===== config.mk =====
export PLATFORM = sky130hd
export DESIGN_NAME = random_delay_timer_flat
export DESIGN_NICKNAME = d
export VERILOG_FILES = /design/src/rtl/random_delay_timer_if.sv /design/src/rtl/random_delay_timer.sv /design/src/flat_wrapper.sv
export SDC_FILE = /design/constraint.sdc
export NUM_CORES = 1
export LEC_CHECK = 0
export ABC_AREA = 1
export BUFFER_PORTS_ARGS = -buffer_cell sky130_fd_sc_hd__buf_2
export CAP_MARGIN = 10
export CORE_MARGIN = 5
export CORE_UTILIZATION = 40
export CTS_BUF_LIST = sky130_fd_sc_hd__clkbuf_4 sky130_fd_sc_hd__clkbuf_8
export CTS_CLUSTER_DIAMETER = 80
export DETAILED_ROUTE_END_ITERATION = 8
export SYNTH_ARGS = -nofsm -noshare
export SYNTH_HDL_FRONTEND = slang
export SYNTH_SLANG_ARGS = --single-unit
export TNS_END_PERCENT = 1

===== constraint.sdc =====
create_clock -name iCLK -period 7.2 [get_ports iCLK]
set_input_delay 1.8 -clock iCLK [delete_from_list [all_inputs] [get_ports iCLK]]
set_output_delay 1.8 -clock iCLK [all_outputs]
set_load 0.05 [all_outputs]

===== src/rtl/random_delay_timer_if.sv =====
// Control/status bundle between the game FSM (master), the random delay timer (slave)
// and the stimulus/scoring logic that watches oDONE.
interface random_delay_timer_if #(
  parameter int WIDTH = 27
);
  logic             iSTART;
  logic             iMODE;
  logic             iABORT;
  logic             iSEED_LD;
  logic [31:0]      iSEED;
  logic             oBUSY;
  logic             oDONE;
  logic [WIDTH-1:0] oDELAY;
  logic [WIDTH-1:0] oREMAIN;

  modport master (
    output iSTART, iMODE, iABORT, iSEED_LD, iSEED,
    input  oBUSY, oDONE, oDELAY, oREMAIN
  );

  modport slave (
    input  iSTART, iMODE, iABORT, iSEED_LD, iSEED,
    output oBUSY, oDONE, oDELAY, oREMAIN
  );
endinterface


===== src/rtl/random_delay_timer.sv =====
// Random-delay generator: a free-running Galois LFSR picks MIN + (lfsr mod (SPAN+1)) cycles,
// then a down-counter times it out in one-shot or periodic mode.
module random_delay_timer #(
  parameter int          WIDTH     = 27,
  parameter int          MIN_DELAY = 25_000_000,
  parameter int          SPAN      = 75_000_000,
  parameter int          SIM_MODE  = 0,
  parameter logic [31:0] LFSR_SEED = 32'h1ABCDE7,
  parameter logic [31:0] LFSR_POLY = 32'h80200003
) (
  input logic                 iCLK,
  input logic                 iRST,
  random_delay_timer_if.slave bus
);

  localparam int unsigned EFF_MIN  = (SIM_MODE != 0) ? 1000 : MIN_DELAY;
  localparam int unsigned EFF_SPAN = (SIM_MODE != 0) ? 3000 : SPAN;
  localparam logic [31:0] MODULUS  = EFF_SPAN + 32'd1;

  typedef enum logic {
    IDLE,
    RUN
  } state_t;

  state_t           r_state;
  state_t           w_nextState;
  logic [31:0]      r_lfsr;
  logic [WIDTH-1:0] r_remain;
  logic [WIDTH-1:0] r_delay;
  logic             r_done;
  logic             r_periodic;

  logic [WIDTH-1:0] w_nextRemain;
  logic [WIDTH-1:0] w_nextDelay;
  logic             w_nextDone;
  logic             w_nextPeriodic;
  logic [WIDTH-1:0] w_span;
  logic [WIDTH-1:0] w_draw;

  // The draw always uses the current (pre-step, pre-load) LFSR value.
  assign w_span = WIDTH'(r_lfsr % MODULUS);
  assign w_draw = WIDTH'(EFF_MIN) + w_span;

  always_ff @(posedge iCLK) begin
    if (iRST) begin
      r_lfsr <= LFSR_SEED;
    end else if (bus.iSEED_LD) begin
      r_lfsr <= (bus.iSEED == 32'd0) ? LFSR_SEED : bus.iSEED;
    end else begin
      r_lfsr <= {1'b0, r_lfsr[31:1]} ^ (r_lfsr[0] ? LFSR_POLY : 32'd0);
    end
  end

  always_ff @(posedge iCLK) begin
    if (iRST) begin
      r_state    <= IDLE;
      r_remain   <= '0;
      r_delay    <= WIDTH'(EFF_MIN);
      r_done     <= 1'b0;
      r_periodic <= 1'b0;
    end else begin
      r_state    <= w_nextState;
      r_remain   <= w_nextRemain;
      r_delay    <= w_nextDelay;
      r_done     <= w_nextDone;
      r_periodic <= w_nextPeriodic;
    end
  end

  // Abort outranks expiry, so a cancelled delay never produces a done pulse.
  always_comb begin
    w_nextState    = r_state;
    w_nextRemain   = r_remain;
    w_nextDelay    = r_delay;
    w_nextDone     = 1'b0;
    w_nextPeriodic = r_periodic;
    case (r_state)
      IDLE: begin
        if (bus.iSTART && !bus.iABORT) begin
          w_nextState    = RUN;
          w_nextDelay    = w_draw;
          w_nextRemain   = w_draw;
          w_nextPeriodic = bus.iMODE;
        end
      end
      RUN: begin
        if (bus.iABORT) begin
          w_nextState  = IDLE;
          w_nextRemain = '0;
        end else if (r_remain > WIDTH'(1)) begin
          w_nextRemain = r_remain - WIDTH'(1);
        end else begin
          w_nextDone = 1'b1;
          if (r_periodic) begin
            w_nextDelay  = w_draw;
            w_nextRemain = w_draw;
          end else begin
            w_nextState  = IDLE;
            w_nextRemain = '0;
          end
        end
      end
      default: begin
        w_nextState  = IDLE;
        w_nextRemain = '0;
      end
    endcase
  end

  assign bus.oBUSY   = (r_state == RUN);
  assign bus.oDONE   = r_done;
  assign bus.oDELAY  = r_delay;
  assign bus.oREMAIN = r_remain;

endmodule


===== src/flat_wrapper.sv =====
// flat-port wrapper written by rule: the top's interface ports become plain ports
module random_delay_timer_flat 
#(
  parameter int          WIDTH     = 27,
  parameter int          MIN_DELAY = 25_000_000,
  parameter int          SPAN      = 75_000_000,
  parameter int          SIM_MODE  = 0,
  parameter logic [31:0] LFSR_SEED = 32'h1ABCDE7,
  parameter logic [31:0] LFSR_POLY = 32'h80200003
)
  (iCLK, iRST, bus_iSTART, bus_iMODE, bus_iABORT, bus_iSEED_LD, bus_iSEED, bus_oBUSY, bus_oDONE, bus_oDELAY, bus_oREMAIN);
  random_delay_timer_if #(.WIDTH(WIDTH)) bus_i ();
  input logic iCLK;
  input logic iRST;
  input wire logic [$bits(bus_i.iSTART)-1:0] bus_iSTART;
  input wire logic [$bits(bus_i.iMODE)-1:0] bus_iMODE;
  input wire logic [$bits(bus_i.iABORT)-1:0] bus_iABORT;
  input wire logic [$bits(bus_i.iSEED_LD)-1:0] bus_iSEED_LD;
  input wire logic [$bits(bus_i.iSEED)-1:0] bus_iSEED;
  output wire logic [$bits(bus_i.oBUSY)-1:0] bus_oBUSY;
  output wire logic [$bits(bus_i.oDONE)-1:0] bus_oDONE;
  output wire logic [$bits(bus_i.oDELAY)-1:0] bus_oDELAY;
  output wire logic [$bits(bus_i.oREMAIN)-1:0] bus_oREMAIN;
  assign bus_i.iSTART = bus_iSTART;
  assign bus_i.iMODE = bus_iMODE;
  assign bus_i.iABORT = bus_iABORT;
  assign bus_i.iSEED_LD = bus_iSEED_LD;
  assign bus_i.iSEED = bus_iSEED;
  assign bus_oBUSY = bus_i.oBUSY;
  assign bus_oDONE = bus_i.oDONE;
  assign bus_oDELAY = bus_i.oDELAY;
  assign bus_oREMAIN = bus_i.oREMAIN;
  random_delay_timer #(.WIDTH(WIDTH), .MIN_DELAY(MIN_DELAY), .SPAN(SPAN), .SIM_MODE(SIM_MODE), .LFSR_SEED(LFSR_SEED), .LFSR_POLY(LFSR_POLY)) u_core (.iCLK(iCLK), .iRST(iRST), .bus(bus_i));
endmodule

## Word-level counts from Yosys, hierarchy flattened

Index checks and enable logic that the tools add are counted.
W data, S select, Z words.

| storage, ports and cells | value |
|---|---|
| register bits | 89 |
| output and inout port bits | 56 |
| bits of input ports | 38 |
| logic and storage cells | 40 |

| cells by class | value |
|---|---|
| muxes and demuxes | 18 |
| reduce and logical (&&, ||, !) cells | 6 |
| bitwise logic cells | 2 |
| add/subtract/negate cells | 2 |
| equal/unequal tests | 4 |
| $lt $le $gt $ge | 1 |
| divide/modulo/power cells | 1 |

Operators by type and width:

| kind | count |
|---|---|
| $mux W27 | 7 |
| $pmux W27 S2 | 2 |
| $mux W32 | 3 |
| $logic_not A32 Y1 | 1 |
| $mod A32 B27 Y32 const B | 1 |
| $xor A31 B32 Y32 | 1 |
| $add A25 B27 Y27 const A | 1 |
| $gt A27 B1 Y1 const B | 1 |
| $sub A27 B1 Y27 const B | 1 |
| $ne A2 B2 Y1 const B | 3 |
| $mux W1 | 5 |
| $reduce_and A4 Y1 | 1 |
| $reduce_or A3 Y1 | 1 |
| $ne A2 B1 Y1 const B | 1 |
| $pmux W1 S2 | 1 |
| $reduce_and A2 Y1 | 1 |
| $logic_and A1 B1 Y1 | 1 |
| $logic_not A1 Y1 | 1 |
| $not A1 Y1 | 1 |

## Logic depth before layout (Yosys ltp)

| logic depth | value |
|---|---|
| depth after elaboration | 6 |
| gate-level depth with buffers | 79 |

## Least setup slack after synthesis

OpenSTA, ideal clock, no wires.

| path | value |
|---|---|
| path type | reg-to-reg |
| from | register u_core.r_lfsr[0] |
| to | register u_core.r_remain[22], in the netlist u_core.bus.oREMAIN[22] |
| arrival time | 7.664 ns |
| period minus slack after synthesis | 7.734 ns |
| slack | -0.534 ns |
| cell stages (with the launch flop) | 72 |
| path through | dfxtp_1 inv_1 ha_1 nand2_1 nor2_1 nand3_1 nor2_1 nor2_4 nand2_4 buf_6 nand2_1 nand2_1 nor2_1 nand2_1 nor2_1 nand2_1 nor2_1 nor2_2 (+36 left out) nor2_2 nand2_1 nand2_1 nand2_2 nand3_4 buf_8 nand2_2 xor2_4 ha_1 inv_1 nor2_1 nand2_1 nand2_1 nand2_1 nand3_1 xor2_1 nand2_1 a21oi_1 |

| between the ends | value |
|---|---|
| cells in the longest elaborated chain, start to end | 6 |
| elaborated cells between the ends (all ways) | 7 |
| classes of those cells | 1 x add/sub; 1 x div; 5 x mux |

RTL lines:

| what | line | source |
|---|---|---|
| start, declared | random_delay_timer.sv:27 | `logic [31:0] r_lfsr;` |
| start signal, assigned | random_delay_timer.sv:48 | `r_lfsr <= (bus.iSEED == 32'd0) ? LFSR_SEED : bus.iSEED;` |
| start signal, assigned | random_delay_timer.sv:50 | `r_lfsr <= {1'b0, r_lfsr[31:1]} ^ (r_lfsr[0] ? LFSR_POLY : 32'd0);` |
| $mod A32 B27 Y32 (*) | random_delay_timer.sv:41 | `assign w_span = WIDTH'(r_lfsr % MODULUS);` |
| $add A25 B27 Y27 (*) | random_delay_timer.sv:42 | `assign w_draw = WIDTH'(EFF_MIN) + w_span;` |
| $mux W27 | random_delay_timer.sv:94 | `if (r_periodic) begin` |
| $mux W27 | random_delay_timer.sv:90 | `end else if (r_remain > WIDTH'(1)) begin` |
| $mux W27 | random_delay_timer.sv:87 | `if (bus.iABORT) begin` |
| $pmux W27 S2 (*) | random_delay_timer.sv:77 | `case (r_state)` |
| end signal, assigned | random_delay_timer.sv:63 | `r_remain <= w_nextRemain;` |
| end, declared | random_delay_timer.sv:28 | `logic [WIDTH-1:0] r_remain;` |

Every way passes the cells marked *; elsewhere a longest branch is shown, timed or not. The select of a mux whose other input is x is not followed.
A chain may end at the register's enable or synchronous reset.

## Final worst setup path

| path | value |
|---|---|
| from | register u_core.r_lfsr[13] |
| to | register u_core.r_remain[18], in the netlist u_core.bus.oREMAIN[18] |

The elaborated chain is that of the path after synthesis.

==> metrics.md <==
| Metric | Value |
|---|---|
| Area delta synth->final | 54.2% |
| Relative slew margins | 18.6% |
| Initial antenna violation count | 0 |
| Mapped Area | 0.0144 mm2 |
| Violated checks | negative setup slack |
| Fin area | between 0.02 and 0.025 mm2 |
| Met1 GRT Util | 45.5% |
| Routed wire per std cell | about 16 um |
| Met2 Usage GRT | approximately 51% |
| Max-cap violations | 0 |
| EDFF count, synth | 0 |
| Cts hold-fix bufs | 0 |
| Mapped Avg Cell Area | around 5.2 um2 |
| # IOs | 94 |
| Cell Area, Placed | 0.0204 mm2 |
| Async set-reset flop share out of synthesis | 0% |
| Vias per cell | 5.22 |
| Die W | 200 um |
| IO buf count | 93 |
| Most common cell after layout, fill and taps aside | nand2_1 |
| Number of distinct library cells after synthesis | 57 |
| Inserted Diodes | 0 |
| Initial core utilization | between 40% and 50% |
| DRT Wirelength | approximately 66 mm |
| Max frequency | ~120 MHz |
| Area leader, netlist | nand2_1 |
| GRT overflow | 0 |
| CTS tree | yes |
| Initial DRC count | between 1500 and 2000 |
| Worst Hold Class | register to register |
| All-Layer GR Usage | between 30% and 40% |
| Status | finished with violations |
| Total iterations of the first detailed-routing run | 8 |
| Detailed placement HPWL | roughly 54 mm |
| Skew final | roughly 21 ps |
| Die area | roughly 0.04 mm2 |
| Critical path startpoint | u_core.r_lfsr[13]$_SDFF_PP0_ |
| Seq/Total Area, Yosys | about 12% |
| Share of cells above drive strength 1 | a little under two fifths |
| Fillers | 3572 |
| CORE AREA | about 0.036 mm2 |
| Most frequent cells in the layout | nand2_1, buf_4, nand3_1 |
| Maximum clock insertion buffer count | 2 |
| Slew @ Worst Pin | roughly 1200 ps |
| Die Ht | 200 um |
| Max Fanout on Critical Path | 17 |
| Largest net degree at the start of global routing | 71 |
| Ranking of synthesized cells by area | nand2_1, dfxtp_1, nand3_1 |
| Clk Tree Root Cell | clkbuf_8 |
| Worst EP required | 7500 ps |
| Hold violation total from the final report | 0 |
| Global-route wire length before repair | 103 mm |
| Total CTS buffers | 9 |
| GR peak layer | met2 |
| Synth warn | 0 |
| Final nets | about 3600 |
| Clock Sinks | slightly below 90 |
| # setup viols final | 54 |
| GR Util met3 | 4.04% |
| Site Rows | 69 |
| CP max stage delay | approximately 370 ps |
| Crit path kind | register to register |
| CTS clk-pin slew, worst paths | about 110 ps |
| DRC | 0 |
| GP Congestion | between 0.9 and 1 |
| Most frequent CP cell | nand2_1 |
| Reg area | 0.00182 mm2 |
| HP Start | u_core.r_periodic$_SDFFE_PP0P_ |
| Critical path data arrival time | between 8000 and 9000 ps |
| RSZ-0062 raised after global routing | yes |
| Yosys top cell area share | between 20% and 30% |
| Post-route setup slack | -1200 ps |
| R2r startpoint | u_core.r_lfsr[13]$_SDFF_PP0_ |
| Clk Latency, worst-skew pair | roughly 380 ps |
| Min Tclk post-route | between 8000 and 9000 ps |
| Vias in the first global route | 19600 |
| Final slew viol count | 0 |
| Antenna viol nets, final | 0 |
| H-tree depth | 3 |
| Critical path's slowest cell | dfxtp_2 |
| Period utilisation layout | 117% |
| Mapped Cells | 2800 |
| Net count after synthesis | around 2800 |
| CP Launch Type | register |
| Yosys reg bits | between 80 and 90 |
| Routed via count | roughly 21000 |
| CP endpoint kind | register |
| Area of the multi-input gates | between 0.01 and 0.015 mm2 |
| Most used DFF post-synth | dfxtp_1 |
==> flip-flops by register name, indices dropped and copies added (netlist names) <==
signal,count
u_core.r_lfsr,32
u_core.bus.oDELAY,27
u_core.bus.oREMAIN,27
u_core.bus.oDONE,1
u_core.r_periodic,1
u_core.bus.oBUSY,1
==> worst max-delay path: cells and delay by family, from the launching register on <==
kind	cells	cell delay (ps)
buf+inv	10	1490
xor+xnor	1	220
simple gates	52	5720
compound gates	3	490
flops	1	370
==> synth_stat cells, types with 31 or more instances <==
master / number
nor2_1: 322
nor2_2: 55
inv_2: 66
nand3_1: 322
nand2_2: 67
a21oi_1: 58
nand4_1: 80
inv_1: 280
xor2_1: 61
clkbuf_1: 31
dfxtp_1: 89
o21ai_0: 101
nand2_1: 1026
==> routing by layer <==
layer	part of all wire [%]	vias to the layer above	wire length [um]
met4	2.7	0	1780
met5	0	-	0
li1	-	10500	-
met2	44	810	29600
met1	45	9705	30100
met3	7.6	129	5060
==> worst paths after layout <==
path / cells after the start / slack, ps / endpoint
min reg2reg: 2 / 470 / u_core.r_periodic$_SDFFE_PP0P_
min: 2 / 470 / u_core.r_periodic$_SDFFE_PP0P_
max reg2reg: 66 / -1200 / u_core.bus.oREMAIN[18]$_SDFFE_PP0P_
max: 66 / -1200 / u_core.bus.oREMAIN[18]$_SDFFE_PP0P_
==> timing repair <==
| action | 4_1_cts | 5_1_grt |
|---|---|---|
| setup endpoints to repair | 54 | 54 |
| pin swaps | 48 | 66 |
| cloned | 6 | 2 |
| buffers inserted | 33 | 18 |
| gates resized for setup | 178 | 150 |
==> cell type report <==
class                   instances  area share (%)
clock buffers                   9           0.556
clock inverters                 6           0.303
inverters                     351            5.93
multi-input cells            2286            53.3
flip-flops and latches         89            8.18
well taps                     461            2.59
repair buffers                852            29.2
==> through the flow <==
| stage | util (%) | worst slack (ps) | setup TNS (ps) | hold slack, ps | cells |
|---|---|---|---|---|---|
| after floorplan | - | -443 | -7860 | 430 | 2800 |
| after global placement | 57.4 | -1490 | -59520 | 445 | 3980 |
| after detailed placement | 57.4 | -1630 | -66270 | 452 | 3980 |
| after CTS | 60.7 | -1040 | -42290 | 468 | 4034 |
| after global routing | 62.6 | -1750 | -78370 | 483 | 4054 |
| final | 62.6 | -1200 | -50700 | 468 | 4054 |
==> kinds of logic (layout without fill, tap and decap cells) <==
logic type	count (synthesis)	count (layout)	share of synthesized area (%)
AO/OA/AOI/OAI	252	252	10.2
XOR/XNOR	71	71	4.44
adder cells (fa/ha/maj)	9	9	0.780
buffers and inverters	427	1218	12.5
flip-flops	89	89	12.3
AND/OR/NAND/NOR	1952	1954	59.7
Power is left out: the tool's default activity adds up to more than one toggle a clock period on the data nets, which glitch-free logic cannot reach.
